--- config.mk ---
export PLATFORM = sky130hd
export DESIGN_NAME = csr_file_timer
export DESIGN_NICKNAME = d
export VERILOG_FILES = /design/src/rtl/csr_file_timer.sv
export SDC_FILE = /design/constraint.sdc
export NUM_CORES = 1
export LEC_CHECK = 0
export BUFFER_PORTS_ARGS = -buffer_cell sky130_fd_sc_hd__buf_2
export CAP_MARGIN = 20
export CORE_MARGIN = 1.5
export CORE_UTILIZATION = 45
export CTS_CLUSTER_DIAMETER = 120
export CTS_CLUSTER_SIZE = 16
export DETAILED_ROUTE_END_ITERATION = 6
export PLACE_DENSITY = 0.76
export SYNTH_ARGS = -nofsm -noshare
export SYNTH_HDL_FRONTEND = slang
export SYNTH_SLANG_ARGS = --single-unit
--- constraint.sdc ---
create_clock -name clk -period 2.7 [get_ports clk]
set_clock_uncertainty 0.15 [all_clocks]
set_input_delay 0.135 -clock clk [delete_from_list [all_inputs] [get_ports clk]]
set_output_delay 0.135 -clock clk [all_outputs]
set_load 0.03 [all_outputs]
--- src/rtl/csr_file_timer.sv ---
// csr_file_timer: privileged CSR file with exception/ertn state, a countdown
// timer that raises ESTAT.IS[11], and a free-running 64-bit stable counter.
module csr_file_timer #(
    parameter int unsigned TIMER_W = 32,
    parameter int unsigned HWI_NUM = 8,
    parameter logic [31:0] TID_RST = 32'h0
) (
    input  logic               clk,
    input  logic               resetn,
    input  logic               csr_we,
    input  logic [13:0]        csr_num,
    input  logic [31:0]        csr_wmask,
    input  logic [31:0]        csr_wdata,
    output logic [31:0]        csr_rdata,
    input  logic               excp_flush,
    input  logic               ertn_flush,
    input  logic [5:0]         ecode,
    input  logic [8:0]         esubcode,
    input  logic [31:0]        epc,
    input  logic               badv_we,
    input  logic [31:0]        badv_value,
    input  logic [HWI_NUM-1:0] hw_int,
    input  logic               ipi_int,
    output logic [31:0]        era,
    output logic [31:0]        eentry,
    output logic               has_int,
    output logic [63:0]        stable_cnt,
    output logic [31:0]        counter_id
);
    localparam logic [13:0] ADDR_CRMD   = 14'h000;
    localparam logic [13:0] ADDR_PRMD   = 14'h001;
    localparam logic [13:0] ADDR_ECFG   = 14'h004;
    localparam logic [13:0] ADDR_ESTAT  = 14'h005;
    localparam logic [13:0] ADDR_ERA    = 14'h006;
    localparam logic [13:0] ADDR_BADV   = 14'h007;
    localparam logic [13:0] ADDR_EENTRY = 14'h00c;
    localparam logic [13:0] ADDR_SAVE0  = 14'h030;
    localparam logic [13:0] ADDR_SAVE1  = 14'h031;
    localparam logic [13:0] ADDR_SAVE2  = 14'h032;
    localparam logic [13:0] ADDR_SAVE3  = 14'h033;
    localparam logic [13:0] ADDR_TID    = 14'h040;
    localparam logic [13:0] ADDR_TCFG   = 14'h041;
    localparam logic [13:0] ADDR_TVAL   = 14'h042;
    localparam logic [13:0] ADDR_TICLR  = 14'h044;

    logic [8:0]         crmd;
    logic [2:0]         prmd;
    logic [12:0]        ecfg_lie;
    logic [1:0]         is_sw;
    logic [HWI_NUM-1:0] is_hw;
    logic               is_timer;
    logic               is_ipi;
    logic [5:0]         estat_ecode;
    logic [8:0]         estat_esubcode;
    logic [31:0]        era_q;
    logic [31:0]        badv;
    logic [25:0]        eentry_q;
    logic [31:0]        save [4];
    logic [31:0]        tid;
    logic [TIMER_W-1:0] tcfg;
    logic [TIMER_W-1:0] tval;
    logic [63:0]        cnt_q;

    logic [31:0] estat_word;
    logic [31:0] rd_raw;
    logic [31:0] merged;

    assign estat_word = {1'b0, estat_esubcode, estat_ecode, 3'b000, is_ipi, is_timer,
                         1'b0, 8'(is_hw), is_sw};

    always_comb begin
        rd_raw = '0;
        case (csr_num)
            ADDR_CRMD:   rd_raw = {23'b0, crmd};
            ADDR_PRMD:   rd_raw = {29'b0, prmd};
            ADDR_ECFG:   rd_raw = {19'b0, ecfg_lie};
            ADDR_ESTAT:  rd_raw = estat_word;
            ADDR_ERA:    rd_raw = era_q;
            ADDR_BADV:   rd_raw = badv;
            ADDR_EENTRY: rd_raw = {eentry_q, 6'b0};
            ADDR_SAVE0, ADDR_SAVE1, ADDR_SAVE2, ADDR_SAVE3:
                         rd_raw = save[csr_num[1:0]];
            ADDR_TID:    rd_raw = tid;
            ADDR_TCFG:   rd_raw = 32'(tcfg);
            ADDR_TVAL:   rd_raw = 32'(tval);
            default:     rd_raw = '0;
        endcase
    end

    // Every write targets the register being read, so one merged word serves all of them.
    assign merged = (csr_wdata & csr_wmask) | (rd_raw & ~csr_wmask);

    logic we_crmd, we_prmd, we_ecfg, we_estat, we_era, we_badv;
    logic we_eentry, we_save, we_tid, we_tcfg, ticlr_clr, timer_fire;

    assign we_crmd   = csr_we && csr_num == ADDR_CRMD && !excp_flush && !ertn_flush;
    assign we_prmd   = csr_we && csr_num == ADDR_PRMD && !excp_flush;
    assign we_ecfg   = csr_we && csr_num == ADDR_ECFG;
    assign we_estat  = csr_we && csr_num == ADDR_ESTAT && !excp_flush;
    assign we_era    = csr_we && csr_num == ADDR_ERA && !excp_flush;
    assign we_badv   = csr_we && csr_num == ADDR_BADV && !(excp_flush && badv_we);
    assign we_eentry = csr_we && csr_num == ADDR_EENTRY;
    assign we_save   = csr_we && csr_num[13:2] == ADDR_SAVE0[13:2];
    assign we_tid    = csr_we && csr_num == ADDR_TID;
    assign we_tcfg   = csr_we && csr_num == ADDR_TCFG;
    assign ticlr_clr = csr_we && csr_num == ADDR_TICLR && csr_wmask[0] && csr_wdata[0];
    assign timer_fire = !we_tcfg && tcfg[0] && tval == TIMER_W'(1);

    // NOTE: all state uses non-blocking assignments so every block sees pre-edge values.
    always_ff @(posedge clk or negedge resetn) begin
        if (!resetn) begin
            crmd <= 9'h008;
            prmd <= '0;
        end else if (excp_flush) begin
            prmd      <= crmd[2:0];
            crmd[2:0] <= 3'b000;
        end else begin
            if (ertn_flush)   crmd[2:0] <= prmd;
            else if (we_crmd) crmd      <= merged[8:0];
            if (we_prmd)      prmd      <= merged[2:0];
        end
    end

    always_ff @(posedge clk or negedge resetn) begin
        if (!resetn) begin
            is_sw          <= '0;
            is_hw          <= '0;
            is_timer       <= 1'b0;
            is_ipi         <= 1'b0;
            estat_ecode    <= '0;
            estat_esubcode <= '0;
        end else begin
            is_hw  <= hw_int;
            is_ipi <= ipi_int;
            if (timer_fire)     is_timer <= 1'b1;
            else if (ticlr_clr) is_timer <= 1'b0;
            if (excp_flush) begin
                estat_ecode    <= ecode;
                estat_esubcode <= esubcode;
            end else if (we_estat) begin
                is_sw <= merged[1:0];
            end
        end
    end

    // NOTE: the SAVE array is only four words, so it is reset like any other register.
    always_ff @(posedge clk or negedge resetn) begin
        if (!resetn) begin
            ecfg_lie <= '0;
            era_q    <= '0;
            badv     <= '0;
            eentry_q <= '0;
            tid      <= TID_RST;
            for (int i = 0; i < 4; i++) save[i] <= '0;
        end else begin
            if (we_ecfg)                   ecfg_lie <= merged[12:0] & 13'h1bff;
            if (excp_flush)                era_q    <= epc;
            else if (we_era)               era_q    <= merged;
            if (excp_flush && badv_we)     badv     <= badv_value;
            else if (we_badv)              badv     <= merged;
            if (we_eentry)                 eentry_q <= merged[31:6];
            if (we_save)                   save[csr_num[1:0]] <= merged;
            if (we_tid)                    tid      <= merged;
        end
    end

    always_ff @(posedge clk or negedge resetn) begin
        if (!resetn) begin
            tcfg <= '0;
            tval <= '0;
        end else if (we_tcfg) begin
            tcfg <= merged[TIMER_W-1:0];
            tval <= {merged[TIMER_W-1:2], 2'b00};
        end else if (tcfg[0] && tval != '0) begin
            tval <= tval - TIMER_W'(1);
        end else if (tcfg[0] && tcfg[1]) begin
            tval <= {tcfg[TIMER_W-1:2], 2'b00};
        end
    end

    always_ff @(posedge clk or negedge resetn) begin
        if (!resetn) cnt_q <= '0;
        else         cnt_q <= cnt_q + 64'd1;
    end

    assign csr_rdata  = resetn ? rd_raw : 32'h0;
    assign era        = era_q;
    assign eentry     = {eentry_q, 6'b0};
    assign has_int    = crmd[2] && |(estat_word[12:0] & ecfg_lie);
    assign stable_cnt = cnt_q;
    assign counter_id = tid;
endmodule

# Word-level counts from Yosys, hierarchy flattened
# Index checks and enable logic that the tools add are counted.
# Widths: inputs -> output; s select.
# classes
addsub,2
n_lt_le_gt_ge,2
eq_ne,16
muxes,22
bitwise_logic,8
reduce_logical,42
# op_table
op,count
$mux 32,11
$pmux 32 s11,1
$bwmux 128,1
$add 64x1->64 const B,1
$and 32x32->32,2
$bmux 32 s2,1
$demux 32 s2,1
$eq 14x3->1 const B,4
$eq 14x6->1 const B,4
$eq 14x7->1 const B,4
$eq 32x1->1 const B,1
$not 32->32,1
$or 32x32->32,1
$reduce_bool 32->1,1
$sub 32x1->32 const B,1
$logic_and 1x1->1,26
$mux 3,5
$eq 14x1->1 const B,1
$eq 14x4->1 const B,1
$logic_not 14->1,1
$and 13x13->13,1
$reduce_or 13->1,1
$eq 12x4->1 const B,1
$reduce_bool 2->1,4
10 further kinds,16
# totals
reg_bits,429
input_bits,172
out_inout_bits,193
wordCells,113

# Depth between registers and ports, before layout
# Gate-level depths: netlist of run 1.
# depth
word_depth,10
depth_mapped,11
ltp_nobuf,8

# Worst setup path after synthesis of run 1
# No wires, ideal clock.
# synth_timing
path_kind,register to register
from,register tval[0]
to,register tval[26]
setup_ns,0.139
arrival_ns,2.281
required_time_ns,2.411
setup_slack_ns,0.130
path_stages_with_launch,9
n_path_buf,0
period_less_slack_ns,2.570
cell_sequence,dfrtp_1 > inv_1 > ha_1 > nor3b_1 > and3_1 > nand3_1 > or4b_2 > o221ai_1 > o22ai_1
# synth_via
elab_chain_cells,4
word_cells_on_any_way,6
classes_between,add/sub: 1; mux: 2; reduce/logical: 3
# synth_rtl
item,line_no,rtl
from (decl),61,logic [TIMER_W-1:0] tval;
from (signal assigned),173,"tval <= {merged[TIMER_W-1:2], 2'b00};"
from (signal assigned),175,tval <= tval - TIMER_W'(1);
from (signal assigned),177,"tval <= {tcfg[TIMER_W-1:2], 2'b00};"
branches (longest 4 deep; another with $sub 32x1->32),--,
# Several ways; the timed one is not identified.
# A chain may end at the register's enable or synchronous reset.

# Final worst setup path of run 1
# layout_timing
from,register save[9] in the netlist's numbering
to,output port csr_rdata[9]
# layout_via
elab_chain_cells,5
# layout_rtl
item,line_no,rtl
from (decl),58,logic [31:0] save [4];
"from (signal, indexed assignment)",162,if (we_save) save[csr_num[1:0]] <= merged;
$bmux 32 s2,82,rd_raw = save[csr_num[1:0]];
$mux 32 (not written as such) (2 in series),82,
$pmux 32 s11,73,case (csr_num)
$mux 32,186,assign csr_rdata = resetn ? rd_raw : 32'h0;
to (decl),14,"output logic [31:0] csr_rdata,"
# No other way between the ends. The select of a mux whose other input is x is not followed.

==> reports/results.txt, run 1 <==
Drt via density: 6.27
Via count: 23000
Final WS setup: -0.0272 ns
Die Width: 223 um
Routed len/inst: 26.6 um
First-pass GRT wire length: 144000 um
Final hold slack: 0.0197 ns
Initial antenna violation count: 6
Hold worst-path end: is_hw[2]$_DFF_PN0_
CTS Sinks: 429
Post-layout util: 0.629
H-tree depth: 1
DRC: 4
Endpoint class of the critical path: output port
Syn Area/Cell: 9.72 sq um
Top-level I/O count: 365
R2R cell count: 6
Pwr Density: 429 nW/um^2
Final Hold Viols: 0
Vias in the first global route: 22500
Register area: 10700 sq um
RSZ-0062 raised after global routing: yes
Clk Tree Root Cell: clkbuf_16
DRT Wirelength: 97300 um
Crit path DAT: 2.44 ns
PortBufs: 358
Area of the core: 47800 sq um
Peak VDD IR: 0.499 mV
Cell area after synthesis: 21900 sq um
Insertion delay to the later sink of the worst-skew pair: 0.61 ns
Seq/Total Area, Yosys: 0.491
RR Startpoint: save[113]$_DFFE_PN0P_
RR Endpoint: era[17]$_DFFE_PN0P_
Final setup fails: 3
Max cap viols: 0
Total CTS buffers: 30
CTS tree: done
Critical Setup Path Class: reg -> out
Failing checks: DRC, setup timing
DPL Wire Length: 71400 um
Final Slew Violations: 0
Total GRT Usage: 0.383
Layout cells sized above 1: 0.298
Ys Warns: 0
Nets: 3209
CP Launch Type: flop
Status: finished, violations left
Post-Synthesis Cells: 2251
Post-synth top flop: dfrtp_1
Post-Layout Cell Count: 3666
Clock-pin slew on the worst setup and hold paths: 0.08 ns
RePlAce Congestion: 1.07
Fin crit period: 2.73 ns
Starting density of the core: 0.457
Tcrit/Tclk final: 1.01
Worst R2R Setup Slack: 0 ns
DR pass1 iterations: 7
Fillers: 3907
Die height: 223 um
Die ar.: 50000 sq um
DRT iter0 DRCs: 2716
Total gr overflow: 0
Leakage: 13.9 nW
Antenna-violating nets left: 0
#FFs+latches synth: 429
Slew HR: 0.285
CTS Buffer Depth: 3
Maximum fanout along the worst path: 2
Placed cells: 3393
Post-synth EDFFs: 0
Multi-input logic area: 10600 sq um
Worst Hold Class: in -> reg
Area growth from synthesis to layout: 37.6%
Worst Max-Slew Pin Slew: 1.07 ns
Min-Delay Path Depth: 2
Worst EP required: 2.41 ns
Highest Clock Rate: 0.367 GHz
Netlist cell types: 92
HP Start: hw_int[2]
Row cnt: 80
Post-synth ARST share: 1.00
Largest net degree at the start of global routing: 178
## through the flow
stage                     setup WS [ns]  instance area [sq um]  TNS (ns)  total power [mW]
after global routing            -0.0848                  30100    -0.216              13.3
after global placement           -0.418                  26700    -10.79              8.22
after detailed placement         -0.337                  26700    -12.57              8.24
after floorplan                   0.130                  21900         0              7.40
final                           -0.0272                  30100   -0.0541              12.9
after CTS                        -0.137                  29600    -0.401              12.9
## report_power, final
| part | internal (mW) | leakage (nW) | total [mW] | switching [mW] |
|---|---|---|---|---|
| sequential | 6.57 | 5.74 | 6.73 | 0.157 |
| combinational | 0.762 | 7.75 | 1.72 | 0.958 |
| clock | 2.12 | 0.406 | 4.47 | 2.35 |
| total | 9.46 | 13.9 | 12.9 | 3.46 |
## logic make-up (layout without fill, tap and decap cells)
group,after synthesis,after routing,synth area share
XOR/XNOR,75,75,0.0300
flip-flops,429,429,0.491
multiplexers,78,78,0.0553
buffers and inverters,208,999,0.0425
AND/OR/NAND/NOR,777,777,0.181
other,1,10,0.000171
AO/OA/AOI/OAI,679,679,0.198
adder cells (fa/ha/maj),4,4,0.00229
## placed cells by master (no fill, tap or decap), types with 21 or more instances in the layout
| master | instances |
|---|---|
| dlygate4sd3_1 | 191 |
| clkbuf_16 | 32 |
| dfrtp_1 | 427 |
| nand3_1 | 66 |
| nor3b_1 | 29 |
| a22oi_1 | 54 |
| xnor2_1 | 50 |
| buf_4 | 324 |
| mux4_2 | 31 |
| a31oi_1 | 34 |
| nand2_1 | 321 |
| a222oi_1 | 26 |
| and3_1 | 31 |
| o211ai_1 | 28 |
| nor4_1 | 21 |
| nand4_1 | 40 |
| buf_12 | 32 |
| xor2_1 | 25 |
| a21oi_1 | 82 |
| inv_1 | 43 |
| o21ai_1 | 21 |
| o21ai_0 | 279 |
| nor2_1 | 88 |
| nor3_1 | 39 |
| mux2_2 | 33 |
| buf_2 | 340 |
## layout make-up
cell class,instances,share of cell area
timing repair buffer,910,0.231
antenna,4,0.000332
clock buffer,46,0.0280
inverter,43,0.00536
sequential,429,0.357
multi-input combinational,1619,0.353
tap,615,0.0256
## worst max-delay path, cell delays in order (launching register included)
cell	delay, ns
dfrtp_1	0.38
mux4_2	0.53
a222oi_1	0.30
buf_4	0.18
o2111ai_4	0.12
and2_4	0.20
buf_6	0.13
## per-layer routing
| layer | part of all wire | global-route usage |
|---|---|---|
| met1 | 0.38 | 0.496 |
| met2 | 0.46 | 0.612 |
| met3 | 0.10 | 0.0835 |
| met4 | 0.055 | 0.184 |
| met5 | 0.00024 | 0 |
## Yosys cell counts, types with 26 or more instances
library cell  number  share of area
nor2_1            90          0.015
a22oi_1           54          0.019
nand3_1           72          0.016
dfrtp_1          428           0.49
and3_1            32         0.0092
nand4_1           40          0.011
nor4_1            29         0.0083
a31oi_1           36          0.010
a21oi_1           86          0.020
nor3_1            41         0.0094
inv_1             43         0.0074
xnor2_1           50          0.020
buf_2             38         0.0087
nand2_1          323          0.055
a222oi_1          26          0.012
o21ai_0          289          0.066
nor3b_1           30          0.010
o211ai_1          28         0.0096
mux4_2            31          0.032
clkbuf_1          98          0.017
mux2_2            33          0.017
## repair_timing
| item | CTS | global route |
|---|---|---|
| buffers inserted | 10 | 21 |
| resized for setup | 33 | 70 |
| hold buffers | 190 | 5 |
| hold endpoints to repair | 647 | 9 |
| endpoints found under the setup margin | 35 | 92 |
| pin swaps | 12 | 33 |
| gates cloned | 0 | 1 |
## registers in the layout, indices dropped and copies added (netlist names)
signal	cells
prmd	3
is_timer	1
tval	32
crmd	9
save	128
is_hw	8
era	32
counter_id	32
estat_ecode	6
is_ipi	1
ecfg_lie	12
stable_cnt	64
badv	32
eentry_q	26
is_sw	2
tcfg	32
estat_esubcode	9
## how the worst max path moves through the flow
stage	end	slack, ns	depth (start not counted)	startpoint
after floorplan	tval[26]$_DFFE_PN0P_	0.13	8	tval[0]$_DFFE_PN0P_
after global placement	tval[16]$_DFFE_PN0P_	-0.42	11	csr_num[4]
after detailed placement	tval[16]$_DFFE_PN0P_	-0.34	11	csr_num[4]
after CTS	csr_rdata[9]	-0.14	7	save[9]$_DFFE_PN0P_
after global routing	csr_rdata[9]	-0.08	6	save[9]$_DFFE_PN0P_
final	csr_rdata[9]	-0.03	6	save[9]$_DFFE_PN0P_
Power figures use the tool's default switching activity.
==> inputs of run 2 (changes only) <==
--- a/config.mk
+++ b/config.mk
@@ -9,10 +9,11 @@
 export CAP_MARGIN = 20
 export CORE_MARGIN = 1.5
 export CORE_UTILIZATION = 45
-export CTS_CLUSTER_DIAMETER = 120
+export CTS_CLUSTER_DIAMETER = 200
 export CTS_CLUSTER_SIZE = 16
 export DETAILED_ROUTE_END_ITERATION = 6
 export PLACE_DENSITY = 0.76
+export SKIP_LAST_GASP = 1
 export SYNTH_ARGS = -nofsm -noshare
 export SYNTH_HDL_FRONTEND = slang
 export SYNTH_SLANG_ARGS = --single-unit
==> run 2 against run 1 <==
  * The run still ends with DRC, setup timing left
  * Register-to-register slack got worse by 0.03 ns
  * Wire length increased by 0.20%
  * Global-route usage up 0.065 points
  * Clock-buffer cell count is 2 lower
  * Utilization fell by 0.35 points
  * Worst setup slack got worse by 0.048 ns
  * Sequential cell count did not move
  * Sequential share of layout area up 0.20 points
  * Non-clock buffer count shrank 10
  * Die area stayed put
  * Via count increased by 0.30%
  * Design area down 0.56%
==> reports/results.txt, run 2 (synthesis results as in run 1) <==
CTS Sinks: 429 (unchanged)
Nets: 3199 (-0.31%)
H-tree depth: 1 (unchanged)
DR pass1 iterations: 7 (unchanged)
First-pass GRT wire length: 144000 um (+0.16%)
Most frequent cells in the layout: 427 x dfrtp_1, 345 x buf_2, 325 x buf_4, 321 x nand2_1, 280 x o21ai_0
Placed cells: 3393 (unchanged)
Failing checks: DRC, setup timing
Row cnt: 80 (unchanged)
CP Launch Type: input pin
Status: finished, violations left
Worst Hold Class: in -> reg
Slew HR: 0.234 (-0.0510)
Die ar.: 50000 sq um (unchanged)
Clock-pin slew on the worst setup and hold paths: 0.08 ns (about the same)
Fin crit period: 2.78 ns (+0.0484 ns)
RePlAce Congestion: 1.07 (unchanged)
Highest Clock Rate: 0.360 GHz (-1.7%)
Critical Setup Path Class: in -> out
Final Slew Violations: 0 (unchanged)
Maximum fanout along the worst path: 13 (+11)
Drt via density: 6.31 (+0.66%)
DRC: 2 (-2)
Final setup fails: 6 (+3)
Post-Layout Cell Count: 3653 (-0.35%)
Total CTS buffers: 30 (unchanged)
Starting density of the core: 0.457 (unchanged)
Via count: 23000 (+0.30%)
Pwr Density: 430 nW/um^2 (+0.14%)
Slowest stage delay, CP: 0.57 ns (+0.04 ns)
Vias in the first global route: 22700 (+0.92%)
Area growth from synthesis to layout: 36.8%
Largest Register: save
Area of the core: 47800 sq um (unchanged)
Final WS setup: -0.0756 ns (-0.0484 ns)
Crit-path slowest cell: or4_4
Layout cells sized above 1: 0.298 (+0.000749)
Crit path DAT: 2.49 ns (+0.05 ns)
Die height: 223 um (unchanged)
DRT Wirelength: 97500 um (+0.20%)
Commonest non-fill, non-tap cell in the layout: dfrtp_1
Worst Max-Slew Pin Slew: 1.15 ns (+0.0765 ns)
RSZ-0062 raised after global routing: yes
Total GRT Usage: 0.384 (+0.000654)
Worst EP required: 2.41 ns (about the same)
Die Width: 223 um (unchanged)
Most used cell, CP: buf_4
Leakage: 13.8 nW (-0.44%)
Largest net degree at the start of global routing: 178 (unchanged)
Peak VDD IR: 0.557 mV (+12%)
Worst path cell trace: buf_4 > buf_4 > or4_4 > nor4_4 > buf_4 > buf_4 > a222oi_1 > buf_4 > a31oi_1 > buf_2
Max cap viols: 0 (unchanged)
Tcrit/Tclk final: 1.03 (+0.0179)
Total gr overflow: 0 (unchanged)
Final Power: 12.9 mW (-0.42%)
CTS Buffer Depth: 3 (unchanged)
PortBufs: 358 (unchanged)
Setup_tns: -0.228 ns (-0.174 ns)
DPL Wire Length: 71400 um (unchanged)
Antenna-violating nets left: 0 (unchanged)
Initial antenna violation count: 4 (-2)
CTS tree: done
CP bufs+invs: 6 (+4)
Routed len/inst: 26.7 um (+0.56%)
Clk Tree Root Cell: clkbuf_16
Final Hold Viols: 0 (unchanged)
Worst path top cell family by delay: buffers and inverters
DRT iter0 DRCs: 2623 (-3.4%)
Endpoint class of the critical path: output port
Top-level I/O count: 365 (unchanged)
Max reg flops: 128 (unchanged)
Insertion delay to the later sink of the worst-skew pair: 0.62 ns (about the same)
## run 2: timing repair
item,in CTS,in global routing
hold buffers,184,5
setup buffers,10,20
endpoints found under the setup margin,35,105
pin swaps,11,24
cloned,0,0
resized for setup,28,62
endpoints found under the hold margin,596,8
## run 2: worst min-delay path: stages
cell and delay (ns):
buf_2 0.07, inv_1 0.05, a41o_1 0.26, o21ai_0 0.20
## run 2: stage by stage
step	hold slack, ns	worst slack [ns]	instance area [sq um]	util
after global placement	-0.143	-0.418	26700	0.557
after detailed placement	-0.141	-0.337	26700	0.557
final	0.00596	-0.0756	29900	0.626
after global routing	0.0208	-0.137	29900	0.626
after floorplan	-0.311	0.130	21900	-
after CTS	0.00340	-0.126	29500	0.617
## run 2: area by class of cell
cell class              instances  area, sq um
fillers                      3942        17900
flip-flops and latches        429        10700
multi-input cells            1619        10600
repair buffers                900         6820
clock buffers                  44          825
well taps                     615          769
inverters                      43          161
clock inverters                 1         5.00
diodes                          2         5.00
## run 2: path summary, 6_finish.rpt
path                                           start                         to  cells after the start  slack, ns
worst max-delay path                      csr_num[0]              csr_rdata[12]                     10      -0.08
worst min-delay path                   csr_wmask[13]      save[109]$_DFFE_PN0P_                      4      0.006
worst max register to register  tval[30]$_DFFE_PN0P_       badv[30]$_DFFE_PN0P_                      8      -0.03
worst min register to register  save[28]$_DFFE_PN0P_       save[28]$_DFFE_PN0P_                      2       0.33
max in group asynchronous                     resetn        save[5]$_DFFE_PN0P_                      3       0.92
min in group asynchronous                     resetn  counter_id[9]$_DFFE_PN0P_                      3       0.02
## run 2: power breakdown
group | leakage (nW) | total (mW) | internal, mW | switching [mW]
Sequential | 5.74 | 6.73 | 6.57 | 0.158
Clock | 0.401 | 4.43 | 2.09 | 2.34
Combinational | 7.70 | 1.71 | 0.752 | 0.956
Total | 13.8 | 12.9 | 9.42 | 3.45
## run 2: metal layers
| metal | vias to the layer above | wire length (um) | track usage |
|---|---|---|---|
| met5 | - | 37 | 0 |
| met4 | 6 | 5770 | 0.199 |
| met3 | 356 | 9510 | 0.0843 |
| met2 | 1565 | 44400 | 0.610 |
| met1 | 11300 | 37800 | 0.493 |
| li1 | 9811 | - | - |
